[config.mk]
export PLATFORM = sky130hd
export DESIGN_NAME = fixed_to_fp_seq
export DESIGN_NICKNAME = d
export VERILOG_FILES = /design/src/rtl/fixed_to_fp_seq.sv
export SDC_FILE = /design/constraint.sdc
export NUM_CORES = 1
export LEC_CHECK = 0
export ABC_AREA = 1
export CELL_PAD_IN_SITES_DETAIL_PLACEMENT = 2
export CELL_PAD_IN_SITES_GLOBAL_PLACEMENT = 2
export CORE_UTILIZATION = 34
export CTS_BUF_LIST = sky130_fd_sc_hd__clkbuf_2
export DETAILED_ROUTE_END_ITERATION = 12
export HOLD_SLACK_MARGIN = 0.05
export PLACE_DENSITY = 0.93
export SYNTH_ARGS = -nofsm -noshare
export SYNTH_HDL_FRONTEND = slang
export SYNTH_SLANG_ARGS = --single-unit
[constraint.sdc]
create_clock -name clk -period 3.9 [get_ports clk]
set_input_delay 0.78 -clock clk [delete_from_list [all_inputs] [get_ports clk]]
set_output_delay 0.78 -clock clk [all_outputs]
set_load 0.02 [all_outputs]
[src/rtl/fixed_to_fp_seq.sv]
// fixed_to_fp_seq: iterative signed fixed-point to IEEE-754 single converter with valid/ready handshake.
// Define FX2FP_ONECYCLE_NORM_EN to normalise in one cycle through a leading-zero priority encoder.
module fixed_to_fp_seq #(
    parameter int WORD_LENGTH = 21,
    parameter int FRAC_BITS   = 19
) (
    input  logic                   clk,
    input  logic                   rst,
    input  logic                   in_valid,
    output logic                   in_ready,
    input  logic [WORD_LENGTH-1:0] in,
    output logic                   out_valid,
    input  logic                   out_ready,
    output logic [31:0]            out,
    output logic                   busy
);
    localparam int W = WORD_LENGTH;
    localparam logic [8:0] EXP0 = 9'(127 + W - 1 - FRAC_BITS);
    typedef enum logic [1:0] {IDLE, NORM, PACK, HOLD} state_t;
    state_t state, state_nxt;
    logic [W-1:0] mag, mag_nxt, abs_in;
    logic [8:0] expo, expo_nxt;
    logic sign, sign_nxt;
    logic [31:0] out_nxt;
    logic [22:0] frac;
    assign abs_in    = in[W-1] ? -in : in;
    assign frac      = 23'(mag[W-2:0]) << (24 - W);
    assign in_ready  = state == IDLE;
    assign out_valid = state == HOLD;
    assign busy      = state != IDLE;
`ifdef FX2FP_ONECYCLE_NORM_EN
    logic [4:0] lz;
    always_comb begin
        lz = '0;
        for (int i = 0; i < W; i++) if (mag[i]) lz = 5'(W - 1 - i);
    end
`endif
    always_comb begin
        state_nxt = state;
        mag_nxt   = mag;
        expo_nxt  = expo;
        sign_nxt  = sign;
        out_nxt   = out;
        case (state)
            IDLE: if (in_valid) begin
                sign_nxt  = in[W-1];
                mag_nxt   = abs_in;
                expo_nxt  = EXP0;
                state_nxt = (abs_in == '0) ? PACK : NORM;
            end
            NORM: begin
`ifdef FX2FP_ONECYCLE_NORM_EN
                mag_nxt   = mag << lz;
                expo_nxt  = expo - 9'(lz);
                state_nxt = PACK;
`else
                if (mag[W-1]) state_nxt = PACK;
                else begin
                    mag_nxt  = mag << 1;
                    expo_nxt = expo - 9'd1;
                end
`endif
            end
            // zero keeps the initial exponent, so it is forced to +0.0 here
            PACK: begin
                out_nxt   = (mag == '0) ? 32'h0 : {sign, expo[7:0], frac};
                state_nxt = HOLD;
            end
            HOLD: if (out_ready) state_nxt = IDLE;
            default: state_nxt = IDLE;
        endcase
    end
    always_ff @(posedge clk or negedge rst) begin
        if (!rst) begin
            state <= IDLE;
            mag   <= '0;
            expo  <= '0;
            sign  <= 1'b0;
            out   <= '0;
        end else begin
            state <= state_nxt;
            mag   <= mag_nxt;
            expo  <= expo_nxt;
            sign  <= sign_nxt;
            out   <= out_nxt;
        end
    end
endmodule

==> results_dict.tcl, run 1 <==
set metrics [dict create \
    status "finished, violations left" \
    failed_checks "DRC" \
    critPathMaxFanout 6 \
    syn_area_sq_mm 0.00340 \
    grt_antenna_before_repair 0 \
    die_w_microns 102 \
    drv_slew 0 \
    p_int_uw 1700 \
    cts_tree "done" \
    top_usage_layer "met2" \
    yosys_warnings 0 \
    grt_max_degree 44 \
    multi_input_area_sq_mm 0.00164 \
    die_y_microns 102 \
    num_rows 36 \
    hp-class "input pin to asynchronous set/reset pin" \
    dr.pass1.iters 8 \
    tightest_slew_ns 1.02 \
    drt-total-wl_microns 11600 \
    placed_area_sq_mm 0.00410 \
    startpoint_type "flop" \
    grt_use_met2_pct 43.1 \
    seq_area_frac_synth_pct 44.9 \
    period_minus_slack_ns 2.92 \
    setup_viol 0 \
    grt-ovfl-total 0 \
    end_kind "output port" \
    grtUsageTotal_pct 23.9 \
    final.setup.tns_ns 0 \
    clock-skew-final_ns 0.0138 \
    area.sequential_sq_mm 0.00153 \
    power.net_switching_uw 1470 \
    clock_latency_ns 0.50 \
    syn-instance-count 435 \
    drc 1 \
    yosysUniqueCellTypes 35 \
    layout.nets 525 \
    holdWs_ns 0.422 \
    rsz0062_at_grt "false" \
    area_growth_pct 22.6 \
    path_clk_slew_ns 0.16 \
    ant_nets 0 \
    clk_path_buf_depth 2 \
    seqPwrFrac_pct 37.0 \
    num_antenna_cells 0 \
    clock_sinks 61 \
    wl_per_cell_microns 18.3 \
    die_area_sq_mm 0.0104 \
    pin_count 60 \
    io_buffers 56 \
    cts-hold-fix-buffers 0 \
    cts_setup_buffers 0 \
    grt_pass1_vias 3668 \
    coreArea_sq_mm 0.00973 \
    rrSetupSlack_ns 1.19 \
    p_per_area_mw_per_mm2 759 \
    drive_above_1_share_pct 9.64 \
    root_buffer "clkbuf_2" \
    drv_cap 0 \
    fin_crit_sh_pct 74.9 \
    hold_viol_final 0 \
    postSynthRegisterBits 61 \
    hpwl_microns 9230 \
    clkPwrFrac_pct 9.8 \
    gr-usage-met1_pct 28.3 \
    numCtsBuffers 9 \
    p_leak_uw 0.00194 \
    cp.arrival_ns 2.14 \
    grt_pass1_wl_microns 18700 \
    cts_max_level 3 \
    combinationalPowerShare_pct 53.2 \
    cp.required_ns 3.12 \
    peakVddDrop_mv 0.197 \
    post_cts_resize_count 0 \
    critPathKind "flop to output port" \
    place_congestion 0.830 \
    nFillCells 1130 \
    drt_iter0_markers 96 \
    initial_core_util_pct 35.0 \
    clock.fmax_mhz 342 \
    vias 3260 \
    syn_avg_cell_area_sq_um 7.82 \
    viasPerCell 5.17 \
    relSlewSlack_pct 31.9 \
    swShare_pct 46.3 \
    gr-usage-met3_pct 4.31 \
    stdcell_area_sq_mm 0.00417 \
]
cell families (layout without fill, tap and decap cells):
group                    count (synthesis)  in the layout  synth area share, %
AND/OR/NAND/NOR                        217            217                 27.3
AO/OA/AOI/OAI                           69             69                 11.4
flip-flops                              61             61                 44.9
buffers and inverters                   60            121                 7.21
multiplexers                            19             19                 6.29
adder cells (fa/ha/maj)                  6              6                 2.21
XOR/XNOR                                 2              2                0.515
other                                    1              3                0.110
worst paths after layout:
path	start	endpoint	depth (start not counted)
max reg2reg	state[1]	expo[6]	12
max in group asynchronous	rst	mag[15]	2
min reg2reg	expo[6]	expo[6]	1
max	state[1]	busy	4
min in group clk	expo[6]	expo[6]	1
min	rst	mag[8]	1
final cells by class:
cell class	instances	share of cell area, %
timing repair buffer	62	14.4
clock inverter	3	0.330
tap	133	3.99
sequential	61	36.6
inverter	44	3.96
multi-input combinational	316	39.3
clock buffer	12	1.44
Yosys cell counts (all sizes together):
master	instances	area, sq um
a21oi	24	120
inv	44	165
nor4	3	18.8
nor3	3	20.0
buf	9	53.8
a22oi	9	67.6
o211ai	1	7.51
a31oi	1	6.26
clkbuf	7	26.3
o21ai	29	149
o221ai	3	26.3
xor2	2	17.5
ha	6	75.1
nor2	61	231
nand4	2	12.5
or2	5	31.3
nand3b	7	52.6
mux2	19	214
dfrtp	61	1530
conb	1	3.75
and2	1	6.26
o22ai	2	12.5
nand2	101	382
nand3	34	175
critical path, cell delays in order (launching register included):
cell	delay, ns
dfrtp_1	0.46
inv_1	0.11
ha_1	0.29
inv_1	0.16
clkdlybuf4s50_1	0.63
per-stage QoR:
| stage | cells | util [%] | total power, uW | setup slack [ns] |
|---|---|---|---|---|
| floorplan | 437 | - | 2140 | 1.78 |
| global placement | 616 | 42.1 | 2690 | 1.05 |
| detailed placement | 616 | 42.1 | 2860 | 0.860 |
| CTS | 631 | 42.8 | 3190 | 0.955 |
| global route | 631 | 42.8 | 3390 | 0.885 |
| finish | 631 | 42.8 | 3170 | 0.980 |
power by group through the flow:
stage	Clock [uW]	Combinational [uW]	Sequential [uW]
2_1_floorplan	0	879	1260
3_3_place_gp	0	1550	1150
3_5_place_dp	0	1680	1190
4_1_cts	319	1700	1170
5_1_grt	347	1840	1200
6_report	310	1680	1170
metal layers:
metal  routed length, microns  part of all wire [%]
met5                        0                     0
met2                     6080                    53
met1                     4940                    43
met4                      238                   2.1
met3                      289                   2.5
placed cells by master (no fill, tap or decap), types with 3 or more instances in the layout:
master and n:
buf_4 6, o221ai_1 3, ha_1 6, nand3b_1 7, dfrtp_1 61, o21ai_0 22, nor2_1 60, mux2_2 19
nand3_1 33, clkdlybuf4s50_1 55, inv_1 41, o21ai_1 6, clkbuf_2 12, nor4_1 3, nand2_1 100, a22oi_1 9
a21oi_1 24, conb_1 3, or2_1 4, inv_2 3
registers in the layout (all words and copies together), names as in the netlist:
name / cells
expo: 8
mag: 21
out: 29
sign: 1
state: 2
Power figures use the tool's default switching activity.
==> run 2: changes to the inputs <==
--- a/config.mk
+++ b/config.mk
@@ -8,11 +8,11 @@
 export ABC_AREA = 1
 export CELL_PAD_IN_SITES_DETAIL_PLACEMENT = 2
 export CELL_PAD_IN_SITES_GLOBAL_PLACEMENT = 2
-export CORE_UTILIZATION = 34
+export CORE_UTILIZATION = 31
 export CTS_BUF_LIST = sky130_fd_sc_hd__clkbuf_2
 export DETAILED_ROUTE_END_ITERATION = 12
 export HOLD_SLACK_MARGIN = 0.05
-export PLACE_DENSITY = 0.93
+export PLACE_DENSITY = 0.86
 export SYNTH_ARGS = -nofsm -noshare
 export SYNTH_HDL_FRONTEND = slang
 export SYNTH_SLANG_ARGS = --single-unit
==> constraint.sdc (replaced) <==
create_clock -name clk -period 2.9 [get_ports clk]
set_input_delay 0.58 -clock clk [delete_from_list [all_inputs] [get_ports clk]]
set_output_delay 0.58 -clock clk [all_outputs]
set_load 0.02 [all_outputs]
==> results_dict.tcl, run 2 (synthesized netlist as in run 1, its figures left out) <==
set metrics [dict create \
    hold_viol_final 0 \
    drv_cap 0 \
    status "completed" \
    grt_pass1_vias 3373 \
    p_leak_uw 0.00193 \
    top_regs "out: 29 flops, mag: 21 flops, expo: 8 flops" \
    io_buffers 56 \
    viasPerCell 5.00 \
    drv_slew 0 \
    die_y_microns 107 \
    num_antenna_cells 0 \
    wl_per_cell_microns 16.1 \
    clock.fmax_mhz 376 \
    tightest_slew_ns 0.742 \
    grtUsageTotal_pct 19.6 \
    seqPwrFrac_pct 38.0 \
    grt_pass1_wl_microns 17200 \
    cts_setup_buffers 0 \
    clk_path_buf_depth 2 \
    die_area_sq_mm 0.0114 \
    num_rows 37 \
    grt_antenna_before_repair 0 \
    critPathMaxFanout 6 \
    cp.required_ns 2.32 \
    cts_max_level 3 \
    path_clk_slew_ns 0.17 \
    clkPwrFrac_pct 9.6 \
    hpwl_microns 8080 \
    reg2reg_depth 12 \
    crit-reg2reg-launch "state[1]" \
    clock-skew-final_ns 0.0260 \
    clock_latency_ns 0.49 \
    placed_area_sq_mm 0.00411 \
    drc 0 \
    coreArea_sq_mm 0.0105 \
    area_growth_pct 22.8 \
    grt_max_degree 41 \
    p_per_area_mw_per_mm2 982 \
    layout.nets 526 \
    cts-hold-fix-buffers 0 \
    relSlewSlack_pct 50.5 \
    place_congestion 0.807 \
    largest-register "out" \
    cp.arrival_ns 2.08 \
    r2r_end "expo[6]" \
    p_int_uw 2260 \
    post_cts_resize_count 0 \
    critPathKind "flop to output port" \
    initial_core_util_pct 32.5 \
    dr.pass1.iters 4 \
    drive_above_1_share_pct 9.64 \
    cts_tree "done" \
    setup_viol 0 \
    layout_common_cells "100 x nand2_1, 61 x dfrtp_1, 59 x nor2_1, 55 x clkdlybuf4s50_1, 41 x inv_1" \
    startpoint_type "flop" \
    power.net_switching_uw 1840 \
    clock_sinks 61 \
    rsz0062_at_grt "false" \
    die_w_microns 107 \
    final_common_cell "nand2_1" \
    final.setup.tns_ns 0 \
    peakVddDrop_mv 0.358 \
    largest_register_ffs 29 \
    pin_count 60 \
    end_kind "output port" \
    combinationalPowerShare_pct 52.4 \
    ant_nets 0 \
    startpoint "state[0]" \
    vias 3172 \
    rrSetupSlack_ns 0.55 \
    swShare_pct 44.8 \
    drt_iter0_markers 126 \
    hp-class "input pin to asynchronous set/reset pin" \
    fin_crit_sh_pct 91.6 \
    root_buffer "clkbuf_2" \
    grt-ovfl-total 0 \
    stdcell_area_sq_mm 0.00418 \
    period_minus_slack_ns 2.66 \
    numCtsBuffers 9 \
    drt-total-wl_microns 10200 \
]
[run 2: cell types whose count changed in the layout (fill, tap and decap cells not counted), sizes merged]
cell	change
buf	+1
clkbuf	-2
clkinv	+1
[run 2: final cells by class]
cell class	instances	area, sq um
inverter	44	165
clock buffer	10	50.0
multi-input combinational	316	1640
tap	136	170
clock inverter	4	17.5
sequential	61	1530
timing repair buffer	63	608
fill	1264	6290
[run 2: worst max-delay path by stage]
stage                     endpoint  slack [ns]  depth (start not counted)
final                         busy        0.24                          4
after global routing          busy        0.11                          4
after CTS                     busy        0.18                          4
after detailed placement  state[0]        0.12                         14
after global placement    state[0]        0.16                         14
after floorplan            expo[7]        0.78                         13
[run 2: layer usage]
layer  routed length, microns  vias up  track usage, %
met2                     5030       62            33.4
met1                     4720     1552            25.1
met4                      131        0            5.58
met5                        0        -               0
li1                         -     1546               -
met3                      330       12            4.01
[run 2: power groups by stage]
stage          registers [uW]  clock network (uW)  logic [uW]
2_1_floorplan            1700                   0        1180
3_3_place_gp             1550                   0        2070
3_5_place_dp             1580                   0        2160
4_1_cts                  1560                 415        2180
5_1_grt                  1610                 455        2390
6_report                 1560                 394        2150
[run 2: critical path, cell delays in order, from the launching register on]
cell	delay, ns
dfrtp_1	0.43
inv_1	0.10
ha_1	0.30
inv_1	0.16
clkdlybuf4s50_1	0.62
[run 2: metrics by stage]
stage	power [uW]	instances	hold WS, ns	util [%]	setup slack, ns
after floorplan	2880	437	0.284	-	0.780
after global placement	3630	620	0.481	39.2	0.159
after detailed placement	3750	620	0.500	39.2	0.115
after CTS	4160	634	0.0982	39.9	0.177
after global routing	4450	634	0.114	39.9	0.111
final	4100	634	0.114	39.9	0.243
==> run 3: changes to the inputs <==
--- a/config.mk
+++ b/config.mk
@@ -13,6 +13,7 @@
 export DETAILED_ROUTE_END_ITERATION = 12
 export HOLD_SLACK_MARGIN = 0.05
 export PLACE_DENSITY = 0.86
+export SLEW_MARGIN = 20
 export SYNTH_ARGS = -nofsm -noshare
 export SYNTH_HDL_FRONTEND = slang
 export SYNTH_SLANG_ARGS = --single-unit
==> results_dict.tcl, run 3 (synthesized netlist as in run 1, its figures left out) <==
set metrics [dict create \
    status "completed" \
    critPathKind "flop to output port" \
    layout.nets 526 \
    cts_setup_buffers 0 \
    cp.required_ns 2.32 \
    layout_common_cells "100 x nand2_1, 61 x dfrtp_1, 59 x nor2_1, 55 x clkdlybuf4s50_1, 41 x inv_1" \
    p_int_uw 2260 \
    ant_nets 0 \
    drc 0 \
    area_growth_pct 22.8 \
    pin_count 60 \
    drt-total-wl_microns 10100 \
    setup_viol 0 \
    rsz0062_at_grt "false" \
    num_rows 37 \
    clock_sinks 61 \
    place_congestion 0.807 \
    drv_cap 0 \
    drv_slew 0 \
    cp.arrival_ns 2.09 \
    drt_iter0_markers 131 \
    drive_above_1_share_pct 9.64 \
    seqPwrFrac_pct 38.1 \
    period_minus_slack_ns 2.67 \
    critPathMaxStageDelay_ns 0.63 \
    critPathMaxFanout 6 \
    die_y_microns 107 \
    cts-hold-fix-buffers 0 \
    clock-skew-final_ns 0.0247 \
    viasPerCell 5.01 \
    initial_core_util_pct 32.5 \
    crit_chain "inv_1, ha_1, inv_1, clkdlybuf4s50_1" \
    grtUsageTotal_pct 19.2 \
    cts_max_level 3 \
    cts_tree "done" \
    crit_family "buffers and inverters" \
    numCtsBuffers 9 \
    crit-reg2reg-launch "state[1]" \
    top_regs "out: 29 flops, mag: 21 flops, expo: 8 flops" \
    rrSetupSlack_ns 0.53 \
    vias 3176 \
    dr.pass1.iters 4 \
    clk_path_buf_depth 2 \
    combinationalPowerShare_pct 52.2 \
    path_clk_slew_ns 0.16 \
    final_common_cell "nand2_1" \
    end_kind "output port" \
    p_per_area_mw_per_mm2 980 \
    hp-class "input pin to asynchronous set/reset pin" \
    r2r_end "expo[6]" \
    io_buffers 56 \
    cpMaxStageDelayCell "clkdlybuf4s50_1" \
    grt_antenna_before_repair 0 \
    post_cts_resize_count 0 \
    num_antenna_cells 0 \
    p_leak_uw 0.00193 \
    wl_per_cell_microns 15.9 \
    swShare_pct 44.7 \
    grt_pass1_wl_microns 16900 \
    holdWs_ns 0.107 \
    clock.fmax_mhz 375 \
    tightest_slew_ns 0.753 \
    path_common_cell "inv_1" \
    largest-register "out" \
    fin_crit_sh_pct 91.9 \
    die_area_sq_mm 0.0114 \
    relSlewSlack_pct 49.8 \
    grt-ovfl-total 0 \
    nFillCells 1265 \
    power.net_switching_uw 1830 \
    final.setup.tns_ns 0 \
    reg2reg_depth 12 \
    clock_latency_ns 0.51 \
    path_buf_inv 3 \
    grt_pass1_vias 3315 \
    peakVddDrop_mv 0.357 \
    largest_register_ffs 29 \
    clkPwrFrac_pct 9.7 \
    hpwl_microns 8070 \
    grt_max_degree 41 \
    die_w_microns 107 \
    coreArea_sq_mm 0.0105 \
    hold_viol_final 0 \
    root_buffer "clkbuf_2" \
    startpoint_type "flop" \
]
-- run 3: cell counts in the layout (fill, tap and decap cells not counted) --
No cell type changed its count.
-- run 3: cell type report --
class / count / area, sq um / share of cell area, %
multi-input combinational: 316 / 1640 / 39.2
sequential: 61 / 1530 / 36.5
timing repair buffer: 63 / 608 / 14.6
tap: 136 / 170 / 4.07
inverter: 44 / 165 / 3.95
clock buffer: 10 / 50.0 / 1.20
clock inverter: 4 / 17.5 / 0.419
-- run 3: power by group through the flow --
stage	clock network, uW	logic (uW)	registers [uW]
after floorplan	0	1180	1700
after global placement	0	2070	1550
after detailed placement	0	2170	1580
after CTS	413	2180	1560
after global routing	451	2380	1610
final	397	2140	1560
-- run 3: metrics by stage --
stage	total power (uW)	utilization (%)	area [sq um]	instances	setup WS [ns]
after floorplan	2880	-	3410	437	0.780
after global placement	3630	39.2	4110	620	0.159
after detailed placement	3750	39.3	4110	620	0.136
after CTS	4160	39.9	4180	634	0.170
after global routing	4440	39.9	4180	634	0.0981
final	4090	39.9	4180	634	0.234
-- run 3: worst max-delay path by stage --
stage,cells past startpoint,to,start
after floorplan,13,expo[7],state[0]
after global placement,14,state[0],in[0]
after detailed placement,14,state[0],in[0]
after CTS,4,busy,state[0]
after global routing,4,busy,state[0]
final,4,busy,state[0]
-- run 3: routing by layer --
layer	wire length [microns]	GRT usage (%)
met2	4980	32.2
met1	4720	25.3
met3	244	2.92
met5	0	0
met4	161	6.46
-- run 3: worst reg2reg max path: stages (launching register included) --
cell	delay (ns)
dfrtp_1	0.44
inv_1	0.11
ha_1	0.25
inv_2	0.19
o21ai_2	0.24
nand2_2	0.09
inv_2	0.08
nand2_1	0.06
or2_1	0.22
or2_1	0.26
nor3_2	0.14
o21ai_0	0.10
a21oi_1	0.14
